$ cat src/rtl/operand_stack_pkg.sv
// operand_stack_pkg: opcode constants and action decode shared by the operand stack and control unit
package operand_stack_pkg;

    localparam logic [3:0] ALU_NONE = 4'd0;
    localparam logic [3:0] ALU_ADD  = 4'd3;
    localparam logic [3:0] ALU_SUB  = 4'd4;
    localparam logic [3:0] ALU_AND  = 4'd5;
    localparam logic [3:0] ALU_OR   = 4'd6;
    localparam logic [3:0] ALU_XOR  = 4'd7;
    localparam logic [3:0] ALU_SLT  = 4'd8;

    // Encoded as {pop, push}, matching the control unit's opcode field
    localparam logic [1:0] OP_PUSH = 2'd1;
    localparam logic [1:0] OP_POP  = 2'd2;

    typedef enum logic [2:0] {
        ACT_NONE,
        ACT_PUSH,
        ACT_POP,
        ACT_REPL,
        ACT_ALU
    } act_e;

    function automatic logic alu_active(input logic [3:0] op);
        return op != ALU_NONE && op >= ALU_ADD && op <= ALU_SLT;
    endfunction

endpackage

$ cat src/rtl/operand_stack_alu.sv
// stack_alu: combinational two-operand ALU, result = a op b with a = NOS and b = TOS
module stack_alu
    import operand_stack_pkg::*;
#(
    parameter int DATA_W = 32
) (
    input  logic [DATA_W-1:0] a,
    input  logic [DATA_W-1:0] b,
    input  logic [3:0]        op,
    output logic [DATA_W-1:0] result
);

    logic slt;

    always_comb begin
        slt    = $signed(a) < $signed(b);
        result = op == ALU_ADD ? a + b :
                 op == ALU_SUB ? a - b :
                 op == ALU_AND ? a & b :
                 op == ALU_OR  ? a | b :
                 op == ALU_XOR ? a ^ b :
                 op == ALU_SLT ? {{(DATA_W-1){1'b0}}, slt} : '0;
    end

endmodule

$ cat src/rtl/operand_stack.sv
// operand_stack: LIFO operand stack with single-cycle pop-two/push-one ALU and sticky error flags
module operand_stack
    import operand_stack_pkg::*;
#(
    parameter int DATA_W = 32,
    parameter int DEPTH  = 16,
    localparam int AW    = $clog2(DEPTH),
    localparam int CW    = AW + 1
) (
    input  logic              clock,
    input  logic              reset,
    input  logic              op_valid,
    input  logic              push,
    input  logic              pop,
    input  logic [3:0]        alu_op,
    input  logic [DATA_W-1:0] push_data,
    output logic [DATA_W-1:0] tos,
    output logic [DATA_W-1:0] nos,
    output logic [CW-1:0]     count,
    output logic              empty,
    output logic              full,
    output logic              overflow,
    output logic              underflow
);

    logic [DATA_W-1:0] mem_q [DEPTH];
    logic [DATA_W-1:0] mem_d [DEPTH];
    logic [CW-1:0]     count_q, count_d;
    logic              overflow_q, overflow_d;
    logic              underflow_q, underflow_d;
    logic [AW-1:0]     tos_idx, nos_idx, push_idx;
    logic              has1, has2, is_full;
    logic [DATA_W-1:0] alu_res;
    act_e              act;

    always_comb begin
        tos_idx  = AW'(count_q - CW'(1));
        nos_idx  = AW'(count_q - CW'(2));
        push_idx = AW'(count_q);
        has1     = count_q != '0;
        has2     = count_q > CW'(1);
        is_full  = count_q == CW'(DEPTH);
    end

    // Outputs are gated by count because storage itself is never reset
    assign tos       = has1 ? mem_q[tos_idx] : '0;
    assign nos       = has2 ? mem_q[nos_idx] : '0;
    assign count     = count_q;
    assign empty     = !has1;
    assign full      = is_full;
    assign overflow  = overflow_q;
    assign underflow = underflow_q;

    stack_alu #(.DATA_W(DATA_W)) u_alu (
        .a      (nos),
        .b      (tos),
        .op     (alu_op),
        .result (alu_res)
    );

    always_comb begin
        act = !op_valid                ? ACT_NONE :
              {pop, push} == OP_PUSH   ? ACT_PUSH :
              {pop, push} == OP_POP    ? ACT_POP  :
              (push && pop)            ? ACT_REPL :
              alu_active(alu_op)       ? ACT_ALU  : ACT_NONE;
    end

    always_comb begin
        mem_d       = mem_q;
        count_d     = count_q;
        overflow_d  = overflow_q;
        underflow_d = underflow_q;
        case (act)
            ACT_PUSH: begin
                if (is_full) overflow_d = 1'b1;
                else begin
                    mem_d[push_idx] = push_data;
                    count_d         = count_q + CW'(1);
                end
            end
            ACT_POP: begin
                if (!has1) underflow_d = 1'b1;
                else count_d = count_q - CW'(1);
            end
            ACT_REPL: begin
                if (!has1) underflow_d = 1'b1;
                else mem_d[tos_idx] = push_data;
            end
            ACT_ALU: begin
                if (!has2) underflow_d = 1'b1;
                else begin
                    mem_d[nos_idx] = alu_res;
                    count_d        = count_q - CW'(1);
                end
            end
            default: ;
        endcase
    end

    always_ff @(posedge clock or negedge reset) begin
        if (!reset) begin
            count_q     <= '0;
            overflow_q  <= 1'b0;
            underflow_q <= 1'b0;
        end else begin
            count_q     <= count_d;
            overflow_q  <= overflow_d;
            underflow_q <= underflow_d;
        end
    end

    always_ff @(posedge clock) begin
        mem_q <= mem_d;
    end

endmodule

$ cat config.mk
export PLATFORM = sky130hd
export DESIGN_NAME = operand_stack
export DESIGN_NICKNAME = d
export VERILOG_FILES = /design/src/rtl/operand_stack_pkg.sv /design/src/rtl/operand_stack_alu.sv /design/src/rtl/operand_stack.sv
export SDC_FILE = /design/constraint.sdc
export NUM_CORES = 2
export LEC_CHECK = 0
export BUFFER_PORTS_ARGS = -buffer_cell sky130_fd_sc_hd__buf_2
export CORE_MARGIN = 4
export CORE_UTILIZATION = 40
export DETAILED_ROUTE_END_ITERATION = 12
export GPL_TIMING_DRIVEN = 0
export REMOVE_ABC_BUFFERS = 1
export SLEW_MARGIN = 40
export SYNTH_ARGS = -nofsm -noshare
export SYNTH_HDL_FRONTEND = slang
export SYNTH_SLANG_ARGS = --single-unit
$ cat constraint.sdc
create_clock -name clock -period 9.55 [get_ports clock]
set_input_delay 0.955 -clock clock [delete_from_list [all_inputs] [get_ports clock]]
set_output_delay 0.955 -clock clock [all_outputs]
set_load 0.005 [all_outputs]
==> impl_results.md <==
- Global-route wire length before repair: ~240000 um
- Max-Cap Viols: 0
- DRT antenna net count: 0
- Yosys reg bits: ~520
- CTS H-tree depth: 2
- Fraction of layout instances using a drive strength above 1: between 20% and 30%
- Share of Yosys cell area claimed by the top area cell type: 40.2%
- Top FF cell, synth: edfxtp_1
- Fill cells: around 8700
- Post-CTS setup buffer count: 0
- Crit Path Class: reg2reg
- Nature of the critical path endpoint: register
- Die Y: around 320 um
- F_max: approximately 130 MHz
- RSZ-0062 raised after global routing: no
- Area Growth Syn to Fin: 16.4%
- NumNets Final: between 3000 and 4000
- Worst Skew: approximately 24 ps
- Hold WC Path Type: in2async
- Largest net degree at the start of global routing: approximately 50
- Effective utilization at floorplan: between 40% and 50%
- DIE WIDTH: about 320 um
- Core outline area: approximately 95000 um^2
- Number of port buffers: 113
- CP required: ~10000 ps
- Slew Viols, Final: 0
- Worst-path cell chain: inv_1, ha_1, a21boi_4, xnor2_2, buf_4, nand2_4, o22a_1, nand3_1, inv_1, ha_1, a21oi_1, nor3_1, a311oi_1, nor4b_1, o41ai_2, o41ai_2, a21oi_1, a31oi_1, nor4_1, a211o_1, o21ai_0
- Iter 0 DRT Violations: ~5500
- Arr. time, crit path: 8360 ps
- Worst-Skew Late Latency: 660 ps
- Post-CTS Resized: 0
- Ys Warns: 0
- Die area: 101000 um^2
- Hold_buf cts: 0
- Period utilization: a little over four fifths
- Mapped cell area: approximately 38000 um^2
- Tot GR Track Use: about 33%
- Synth area leaders: edfxtp_1 40%, mux4_2 15%, a22oi_1 9.6%, o21ai_0 6.2%, ha_1 3.2%
- Outcome: finished, violations left
- Final setup vio count: 0
- Routed length per instance: about 35 um
- Syn avg cell area: around 11 um^2
- DRC Markers: 3
- Post-layout minimum cycle time: between 7000 and 8000 ps
- Synth cell types: 93
- Core Rows: 113
- TritonCTS clock tree: yes
- Dpl hpwl: approximately 120000 um
- Via count: ~36000
- Ys async rst share: ~1.3%
- Post-synth EDFFs: 512
- Critical path peak fanout: 27
- Reg clk slew, reported paths: 70 ps
- Failing checks: design-rule violations
- Worst hold margin: around 130 ps
- CP max-delay cell: dfrtp_4
- Largest stage delay on the critical path: 790 ps
- Synth Instances: roughly 3600
- CTS buffer count: 59
- Initial antenna violation count: 12
- IO Pins: between 100 and 150
- First-pass DRT Iterations: 10
- Placed inst area: 42500 um^2
- Final Cell Area: 44500 um^2
- Hold Vio Cnt, Final: 0
- Slew Limit Headroom: a little over two fifths
- Vias per inst: about 7.4
- GPL Wtd Cong: 0.975
- Root buffer cell: clkbuf_16
- Num Clock Sinks: 519
- Number of global-route vias before repair: between 30000 and 40000
- CP Launch Type: register
- Max Root-Sink Buffers: 3
- Grt ovf: 0
- Worst-margin pin slew: about 860 ps
- Leading area contributor after synthesis: edfxtp_1
- Post-synthesis sequential area ratio: between 40% and 50%
- Final wirelength: ~170000 um
==> final timing paths <==
kind | slack [ps] | end | startpoint | cells after the start
setup / recovery | 1550 | register | count[1]$_DFFE_PN0P_ | 21
hold / removal | 130 | underflow$_DFFE_PN0P_ | reset | 1
setup reg to reg | 1550 | register | count[1]$_DFFE_PN0P_ | 21
hold reg to reg | 460 | overflow$_DFFE_PN0P_ | overflow$_DFFE_PN0P_ | 1
max in group asynchronous | 9240 | count[0]$_DFFE_PN0P_ | reset | 1
min in group clock | 460 | overflow$_DFFE_PN0P_ | overflow$_DFFE_PN0P_ | 1
==> metal layers <==
layer  global-route usage [%]  wire [um]
met3                     10.9      26300
met4                     17.1      10800
met5                        0         80
met1                     43.5      61000
met2                     47.6      71800
==> worst max-delay path, delay by kind of cell, from the launching register on <==
kind | cells | cell delay, ps
XOR/XNOR | 1 | 500
buffers and inverters | 3 | 850
AO/OA/AOI/OAI | 10 | 3720
flip-flops | 1 | 790
AND/OR/NAND/NOR | 5 | 1150
adder cells (fa/ha/maj) | 2 | 650
==> cell usage after synthesis, types with 10 or more instances <==
cell type and count:
a221o_1 29, o211ai_1 13, ha_1 98, a21oi_1 114, o21ai_1 84, xnor2_1 11, o21bai_1 18, inv_1 113
buf_4 10, edfxtp_1 512, a221oi_1 15, a21o_1 32, a22o_1 33, clkbuf_1 309, o21ai_0 471, a22oi_1 491
nand3_1 100, mux2i_1 36, nor2b_1 12, a31oi_1 16, nand2b_1 18, nor3_1 53, o22a_1 46, nor2_1 154
o22ai_1 41, buf_1 68, buf_2 18, a211oi_1 13, nand2_1 236, or2_2 17, mux4_2 256
==> cell families (layout without fill, tap and decap cells) <==
group	count (synthesis)	in the layout	synth area share [%]
fa+ha+maj	100	100	3.31
buf+inv	526	513	5.44
mux	292	292	16.0
simple gates	644	644	7.66
compound gates	1518	1518	26.4
other cells	0	7	0
xor+xnor	19	19	0.484
flops	519	519	40.7
==> cells in the final DEF, fill, tap and decap left out, types with 10 or more instances in the layout <==
cell	n
a22o_1	18
mux2i_1	36
a211oi_1	13
o21bai_1	18
buf_2	116
a21oi_1	86
nand2_1	231
a21oi_4	20
nand2b_1	15
inv_1	113
o211ai_1	13
o22ai_1	27
a31oi_1	16
nor2_1	148
o22a_1	46
nor2b_1	11
o21ai_1	81
nor3_1	50
nand3_1	91
a221oi_1	15
buf_8	84
a221o_1	28
a21o_1	31
a22oi_1	489
a22o_4	15
buf_4	23
ha_1	96
buf_6	16
clkinv_2	10
buf_16	14
mux4_2	256
clkbuf_1	14
o22ai_4	12
edfxtp_1	512
buf_12	37
o21ai_0	471
clkbuf_16	61
clkinv_1	12
==> cell type report <==
cell class	instances	area, um^2	area share (%)
antenna	7	17.5	0.0394
clock buffer	75	1580	3.55
clock inverter	33	378	0.850
inverter	115	433	0.973
multi-input combinational	2573	21600	48.6
sequential	519	15600	35.0
tap	1265	1580	3.56
timing repair buffer	290	3320	7.47
==> through the flow <==
stage / utilization, % / worst slack, ps / std cells / TNS, ps
floorplan: - / -8160 / 3207 / -5227970
global placement: 40.8 / -16150 / 4585 / -
detailed placement: 44.8 / 2010 / 4761 / 0
CTS: 46.8 / 1970 / 4869 / 0
global route: 46.9 / 1400 / 4871 / 0
finish: 46.9 / 1550 / 4877 / 0
Power is left out: the tool's default activity adds up to more than one toggle a clock period on the data nets, which glitch-free logic cannot reach.
